<file path="config.mk">
export PLATFORM = sky130hd
export DESIGN_NAME = jpeg_fb_writer
export DESIGN_NICKNAME = d
export VERILOG_FILES = /design/src/rtl/jpeg_pkg.sv /design/src/rtl/jpeg_fb_fifo.sv /design/src/rtl/jpeg_fb_writer.sv
export SDC_FILE = /design/constraint.sdc
export NUM_CORES = 2
export LEC_CHECK = 0
export CAP_MARGIN = 20
export CORE_MARGIN = 2
export CORE_UTILIZATION = 55
export CTS_CLUSTER_SIZE = 40
export DETAILED_ROUTE_END_ITERATION = 7
export MAX_ROUTING_LAYER = met4
export PLACE_DENSITY = 0.74
export RECOVER_POWER = 100
export SLEW_MARGIN = 5
export SYNTH_ARGS = -nofsm -noshare
export SYNTH_HDL_FRONTEND = slang
export SYNTH_HIERARCHICAL = 1
export SYNTH_SLANG_ARGS = --single-unit
</file>
<file path="constraint.sdc">
create_clock -name clk_i -period 10.4 [get_ports clk_i]
set_clock_uncertainty 0.15 [all_clocks]
set_input_delay 2.08 -clock clk_i [delete_from_list [all_inputs] [get_ports clk_i]]
set_output_delay 2.08 -clock clk_i [all_outputs]
set_load 0.02 [all_outputs]
</file>
<file path="src/rtl/jpeg_pkg.sv">
// ---------------------------------------------------------------------------
// jpeg_pkg
// Shared types for the JPEG framebuffer writer:
//   ADDR_W / DATA_W : memory write bus widths (32 bits each)
//   fb_state_e      : frame-tracking FSM states
//   pixel_t         : one decoded pixel (coordinate + colour)
//   wr_req_t        : one queued memory write (address + data)
// ---------------------------------------------------------------------------
package jpeg_pkg;

  localparam int ADDR_W  = 32;
  localparam int DATA_W  = 32;
  localparam int COORD_W = 16;

  typedef enum logic [1:0] {
    ST_IDLE,
    ST_ACTIVE,
    ST_DONE
  } fb_state_e;

  typedef struct packed {
    logic [COORD_W-1:0] x;
    logic [COORD_W-1:0] y;
    logic [7:0]         r;
    logic [7:0]         g;
    logic [7:0]         b;
  } pixel_t;

  typedef struct packed {
    logic [ADDR_W-1:0] addr;
    logic [DATA_W-1:0] data;
  } wr_req_t;

endpackage

</file>
<file path="src/rtl/jpeg_fb_fifo.sv">
// ---------------------------------------------------------------------------
// jpeg_fb_fifo
// Synchronous FIFO holding pending framebuffer writes. Push and pop may occur
// in the same cycle (also when full); full/empty/count are registered.
// Ports:
//   clk_i, rst_i      : clock, synchronous active-high reset
//   push_i, data_i    : write side
//   pop_i, data_o     : read side (data_o shows the head entry)
//   full_o, empty_o   : registered status flags
//   count_o           : registered occupancy, 0..DEPTH
// ---------------------------------------------------------------------------
module jpeg_fb_fifo #(
  parameter int WIDTH = 64,
  parameter int DEPTH = 4
) (
  input  logic                     clk_i,
  input  logic                     rst_i,
  input  logic                     push_i,
  input  logic [WIDTH-1:0]         data_i,
  input  logic                     pop_i,
  output logic [WIDTH-1:0]         data_o,
  output logic                     full_o,
  output logic                     empty_o,
  output logic [$clog2(DEPTH):0]   count_o
);

  localparam int PTR_W = $clog2(DEPTH);
  localparam int CNT_W = PTR_W + 1;

  logic [WIDTH-1:0] mem_q [DEPTH];
  logic [PTR_W-1:0] wr_ptr_q, rd_ptr_q;
  logic [CNT_W-1:0] count_q, count_d;
  logic             full_q, empty_q;
  logic             do_push, do_pop;

  assign do_pop  = pop_i && !empty_q;
  // A full FIFO still takes a push when the head leaves in the same cycle.
  assign do_push = push_i && (!full_q || do_pop);

  // NOTE: every signal assigned in always_comb gets a default first, so no
  // path leaves it unassigned and no latch is inferred.
  always_comb begin
    count_d = count_q;
    case ({do_push, do_pop})
      2'b10:   count_d = count_q + CNT_W'(1);
      2'b01:   count_d = count_q - CNT_W'(1);
      default: count_d = count_q;
    endcase
  end

  // NOTE: sequential state uses non-blocking assignments so every register
  // samples the pre-edge values regardless of statement order.
  always_ff @(posedge clk_i) begin
    if (rst_i) begin
      wr_ptr_q <= '0;
      rd_ptr_q <= '0;
      count_q  <= '0;
      full_q   <= 1'b0;
      empty_q  <= 1'b1;
    end else begin
      if (do_push) wr_ptr_q <= wr_ptr_q + PTR_W'(1);
      if (do_pop)  rd_ptr_q <= rd_ptr_q + PTR_W'(1);
      count_q <= count_d;
      full_q  <= (count_d == CNT_W'(DEPTH));
      empty_q <= (count_d == '0);
    end
  end

  // NOTE: the storage array is deliberately not reset; the pointers and
  // count define which entries are meaningful, so the contents never leak.
  always_ff @(posedge clk_i) begin
    if (do_push) mem_q[wr_ptr_q] <= data_i;
  end

  assign data_o  = mem_q[rd_ptr_q];
  assign full_o  = full_q;
  assign empty_o = empty_q;
  assign count_o = count_q;

endmodule

</file>
<file path="src/rtl/jpeg_fb_writer.sv">
// ---------------------------------------------------------------------------
// jpeg_fb_writer
// Turns decoded pixels into 32-bit framebuffer writes ({8'h00,r,g,b} at
// BASE_ADDR + 4*(y*width + x)), queues them, and tracks frame completion.
// Ports:
//   clk_i, rst_i                      : clock, synchronous active-high reset
//   pixel_valid_i / pixel_accept_o    : pixel handshake from decoder core
//   width_i, height_i                 : frame dimensions
//   pixel_x_i, pixel_y_i, pixel_[rgb]_i : pixel coordinate and colour
//   wr_valid_o / wr_ready_i           : memory write handshake
//   wr_addr_o, wr_data_o              : memory write address/data
//   frame_done_o                      : one-cycle pulse at frame completion
//   err_oob_o                         : sticky out-of-bounds-drop flag
//   busy_o                            : frame in progress or data in flight
// ---------------------------------------------------------------------------
module jpeg_fb_writer
  import jpeg_pkg::*;
#(
  parameter logic [ADDR_W-1:0] BASE_ADDR  = 32'h0000_0000,
  parameter int                FIFO_DEPTH = 4
) (
  input  logic               clk_i,
  input  logic               rst_i,
  input  logic               pixel_valid_i,
  output logic               pixel_accept_o,
  input  logic [COORD_W-1:0] width_i,
  input  logic [COORD_W-1:0] height_i,
  input  logic [COORD_W-1:0] pixel_x_i,
  input  logic [COORD_W-1:0] pixel_y_i,
  input  logic [7:0]         pixel_r_i,
  input  logic [7:0]         pixel_g_i,
  input  logic [7:0]         pixel_b_i,
  output logic               wr_valid_o,
  input  logic               wr_ready_i,
  output logic [ADDR_W-1:0]  wr_addr_o,
  output logic [DATA_W-1:0]  wr_data_o,
  output logic               frame_done_o,
  output logic               err_oob_o,
  output logic               busy_o
);

  localparam int CNT_W = $clog2(FIFO_DEPTH) + 1;

  // Stage S1: one registered pixel plus its bounds verdict.
  logic      s1_valid_q, s1_valid_d;
  logic      s1_inb_q,   s1_inb_d;
  pixel_t    s1_pix_q,   s1_pix_d;

  logic             in_bounds, accept, push, wr_fire;
  logic [31:0]      offset;
  wr_req_t          push_req, head_req;
  logic             fifo_full, fifo_empty;
  logic [CNT_W-1:0] fifo_count;

  fb_state_e   state_q, state_d;
  logic [31:0] total_q, total_d;
  logic [31:0] wr_cnt_q, wr_cnt_d;
  logic        err_oob_q, err_oob_d;

  // Acceptance looks only at registered occupancy (queue + S1), so a pixel
  // taken now always has a slot even if memory stalls forever.
  assign in_bounds      = (pixel_x_i < width_i) && (pixel_y_i < height_i);
  assign pixel_accept_o = !rst_i && !fifo_full &&
                          ((int'(fifo_count) + int'(s1_valid_q)) < FIFO_DEPTH);
  assign accept         = pixel_valid_i && pixel_accept_o;

  always_comb begin
    s1_valid_d = accept;
    s1_inb_d   = s1_inb_q;
    s1_pix_d   = s1_pix_q;
    if (accept) begin
      s1_inb_d = in_bounds;
      s1_pix_d = '{x: pixel_x_i, y: pixel_y_i,
                   r: pixel_r_i, g: pixel_g_i, b: pixel_b_i};
    end
  end

  always_ff @(posedge clk_i) begin
    if (rst_i) begin
      s1_valid_q <= 1'b0;
      s1_inb_q   <= 1'b0;
    end else begin
      s1_valid_q <= s1_valid_d;
      s1_inb_q   <= s1_inb_d;
    end
    s1_pix_q <= s1_pix_d;
  end

  // Address arithmetic wraps modulo 2^32 by construction.
  assign offset        = 32'(s1_pix_q.y) * 32'(width_i) + 32'(s1_pix_q.x);
  assign push_req.addr = BASE_ADDR + (offset << 2);
  assign push_req.data = {8'h00, s1_pix_q.r, s1_pix_q.g, s1_pix_q.b};
  assign push          = s1_valid_q && s1_inb_q;

  jpeg_fb_fifo #(
    .WIDTH ($bits(wr_req_t)),
    .DEPTH (FIFO_DEPTH)
  ) u_fifo (
    .clk_i   (clk_i),
    .rst_i   (rst_i),
    .push_i  (push),
    .data_i  (push_req),
    .pop_i   (wr_fire),
    .data_o  (head_req),
    .full_o  (fifo_full),
    .empty_o (fifo_empty),
    .count_o (fifo_count)
  );

  assign wr_fire    = !fifo_empty && wr_ready_i;
  assign wr_valid_o = !fifo_empty;
  assign wr_addr_o  = head_req.addr;
  assign wr_data_o  = head_req.data;

  // Frame FSM: state register.
  always_ff @(posedge clk_i) begin
    if (rst_i) state_q <= ST_IDLE;
    else       state_q <= state_d;
  end

  // Frame FSM: next state. Writes outside ACTIVE are issued but not counted.
  always_comb begin
    state_d = state_q;
    unique case (state_q)
      ST_IDLE:   if (accept && in_bounds) state_d = ST_ACTIVE;
      ST_ACTIVE: if (wr_fire && (wr_cnt_q + 32'd1 == total_q)) state_d = ST_DONE;
      ST_DONE:   state_d = ST_IDLE;
      default:   state_d = ST_IDLE;
    endcase
  end

  // Frame FSM: outputs.
  always_comb begin
    frame_done_o = (state_q == ST_DONE);
    busy_o       = (state_q != ST_IDLE) || s1_valid_q || !fifo_empty;
  end

  // Frame bookkeeping: total latched at frame start, writes counted in ACTIVE.
  always_comb begin
    total_d   = total_q;
    wr_cnt_d  = wr_cnt_q;
    err_oob_d = err_oob_q || (s1_valid_q && !s1_inb_q);
    if (state_q == ST_IDLE && accept && in_bounds) begin
      total_d  = 32'(width_i) * 32'(height_i);
      wr_cnt_d = '0;
    end else if (state_q == ST_ACTIVE && wr_fire) begin
      wr_cnt_d = wr_cnt_q + 32'd1;
    end
  end

  always_ff @(posedge clk_i) begin
    if (rst_i) begin
      total_q   <= '0;
      wr_cnt_q  <= '0;
      err_oob_q <= 1'b0;
    end else begin
      total_q   <= total_d;
      wr_cnt_q  <= wr_cnt_d;
      err_oob_q <= err_oob_d;
    end
  end

  assign err_oob_o = err_oob_q;

endmodule

</file>
==> reports/metrics.cfg <==
[sta]
fin_crit_sh_pct=91.55
clock.fmax_mhz=105.0
max_slew.worst_pin.slew_ps=4937
setup_tns_ps=0
finalHoldViolCount=0
setup_viol=0
setup_slack_ps=878.5
period_minus_slack_ps=9522
hold_ws_ps=317.5
rsz0062_at_grt=false
max_slew_margin_pct=-229.2
drv_slew=518

[synth]
yosysSeqAreaShare_pct=33.48
synth_edf_count=312
synth_cell_type_count=77
avgSynthCellArea_um2=11.01
synth-warning-count=6
synth_area_leaders=edfxtp_1 29%, fa_1 25%, ha_1 9.0%
synth_seq_cells=392
syn_area_um2=32770
async_flop_share_pct=0
synthFlopType=edfxtp_1
synth.top_cell.area_share_pct=28.59
synthCells=2975
yosys.area.top_type=edfxtp_1

[place]
dp.cells=3868
dp_slack_ps=715.8
dpl.hpwl_mm=60.70
dpl_cell_area_um2=35210
io_buffers=160
routabilityCongestion=0.9734

[run_status]
violations=max-capacitance violations, max-slew violations
outcome=finished, violations left

[worst_setup_path]
crit_type=primary input to flip-flop
critPathCapture=total_q[30]
required_ps=10730
end_kind=flip-flop
worstReg2RegEnd=u_fifo/mem_q[0][60]
start_kind=primary input
r2r_slack_ps=3070
r2r-start=s1_pix_q[34]
rr_worst_depth=19
startpoint=width_i[0]
cp.arrival_ps=9850
crit_fanout=29

[finish]
fin_cells=3959
nets=3873
final_area_um2=36700
layout-drive-gt1-share_pct=5.760
fin_util_pct=62.30
final-seq-area_um2=10980
final_cell_mix=544 x inv_1, 404 x fa_1, 351 x nand2_1
multiInputGateArea_um2=19260
area_growth_pct=12.01
fillCellCount=4626
mostFrequentLayoutCell=inv_1

[hold_path]
worst_hold_path_type=flip-flop to flip-flop

[floorplanning]
die_w_um=248.1
die_h_um=248.1
initial_utilization_pct=55.62
rows=89
dieArea_um2=61540
design.core.area_um2=58910
io_pins=161

[clocking]
post_cts_buffers=0
cts_max_level=2
cts_tree=yes
cts_sinks=392
cts-root-buf=clkbuf_16
clkLatencyLatePin_ps=600
cts_max_path_buffers=3
cts_hold_buf=0
path_clk_slew_ps=60
numCtsBuffers=45
cts_resized=0

[power]
irDropWorstVdd_mv=0.3992
powerDensity_nw_per_um2=304.2
leakagePower_nw=15.85
finalPower_mw=11.16

[detailed_routing]
drtIter0Drc=1551
first_pass_iters=6
wirelength_mm=80.12
ant_nets=0
dr_total_vias=22100
wire_per_inst_um=20.24
drc_errors=0
vias_per_cell=5.581

[run]
cap_viol_max_count=9

[global_route]
grt_pass1_wl_mm=128.3
overflow=0
antenna_found_initial=8
grt_max_degree=65
grt_pass1_vias=23910
track_usage_pct=28.09

==> cells in the mapped netlist, types with 7 or more instances <==
| master | count |
|---|---|
| and2_1 | 126 |
| o21a_1 | 9 |
| or4_1 | 7 |
| nor3_1 | 27 |
| nand4_1 | 19 |
| xnor2_1 | 80 |
| or3_1 | 7 |
| nor2b_1 | 12 |
| a21oi_1 | 55 |
| a21o_1 | 31 |
| fa_1 | 404 |
| xor2_1 | 47 |
| inv_1 | 545 |
| edfxtp_1 | 312 |
| mux4_2 | 60 |
| nand3_1 | 29 |
| nand2_1 | 351 |
| or2_2 | 8 |
| a211oi_1 | 11 |
| and3_1 | 8 |
| nand2b_1 | 11 |
| nor2_1 | 180 |
| buf_2 | 14 |
| and4_1 | 7 |
| o21ai_0 | 63 |
| dfxtp_1 | 80 |
| ha_1 | 235 |
| nand3b_1 | 32 |
| clkbuf_1 | 90 |
| o31ai_1 | 8 |
==> worst min-delay path by stage <==
stage          startpoint        end  slack, ps  cells past startpoint
3_5_place_dp    err_oob_o  err_oob_o        320                      2
4_1_cts         err_oob_o  err_oob_o        330                      2
6_report        err_oob_o  err_oob_o        320                      2
5_1_grt         err_oob_o  err_oob_o        350                      2
2_1_floorplan    s1_inb_q   s1_inb_q        290                      2
3_3_place_gp    err_oob_o  err_oob_o        310                      2
==> sequential cells by signal, summed over array words and instances (netlist names), named ones only <==
signal,flops
push_req,24
u_fifo/empty_o,1
state_q,2
total_q,32
err_oob_o,1
wr_cnt_q,32
u_fifo/wr_ptr_q,2
u_fifo/mem_q,256
s1_pix_q,32
s1_valid_q,1
u_fifo/full_o,1
u_fifo/rd_ptr_q,2
u_fifo/count_o,3
s1_inb_q,1
==> metal layers <==
| metal | global-route usage [%] | vias to the layer above | share of wire [%] |
|---|---|---|---|
| li1 | - | 9923 | - |
| met1 | 35.67 | 11120 | 41 |
| met2 | 45.59 | 851 | 48 |
| met3 | 4.697 | 203 | 7.6 |
| met4 | 10.43 | 0 | 3.6 |
| met5 | - | - | 0 |
==> critical path, stage by stage <==
cell           delay [ps]
dlygate4sd3_1         780
clkbuf_1             1260
nand2_1               210
fa_1                  450
inv_1                  80
fa_1                  210
inv_1                  80
fa_1                  490
inv_1                  60
fa_1                  440
fa_1                  510
inv_1                  50
fa_1                  470
inv_1                  40
ha_1                  350
a21o_1                200
a21o_1                190
a2111oi_0             550
a211oi_1              250
o311ai_0              540
a21oi_1               120
a21oi_1               190
xor2_1                160
o21ai_0                80
==> cells by family after synthesis <==
| kind of cell | count (synthesis) | synth area share (%) |
|---|---|---|
| AOI/OAI and AO/OA | 230 | 4.479 |
| xor gates and xnor gates | 127 | 3.395 |
| adders and majority gates | 639 | 33.66 |
| buffers and inverters | 673 | 8.160 |
| DFF | 392 | 33.48 |
| muxes | 68 | 4.579 |
| other | 1 | 0.01145 |
| and+or+nand+nor | 845 | 12.24 |
==> power breakdown <==
part | switching, mW | internal (mW)
Sequential | 0.0483 | 2.49
Clock | 0.675 | 0.937
Combinational | 4.16 | 2.85
==> area by class of cell <==
cell class              instances  share of cell area [%]
clock buffers                  50                   3.119
flip-flops and latches        392                   29.91
repair buffers                202                   5.121
clock inverters                32                   1.026
diodes                          9                 0.06137
multi-input cells            1949                   52.49
inverters                     552                   5.646
well taps                     773                   2.635
(Power assumes the default switching activity.)
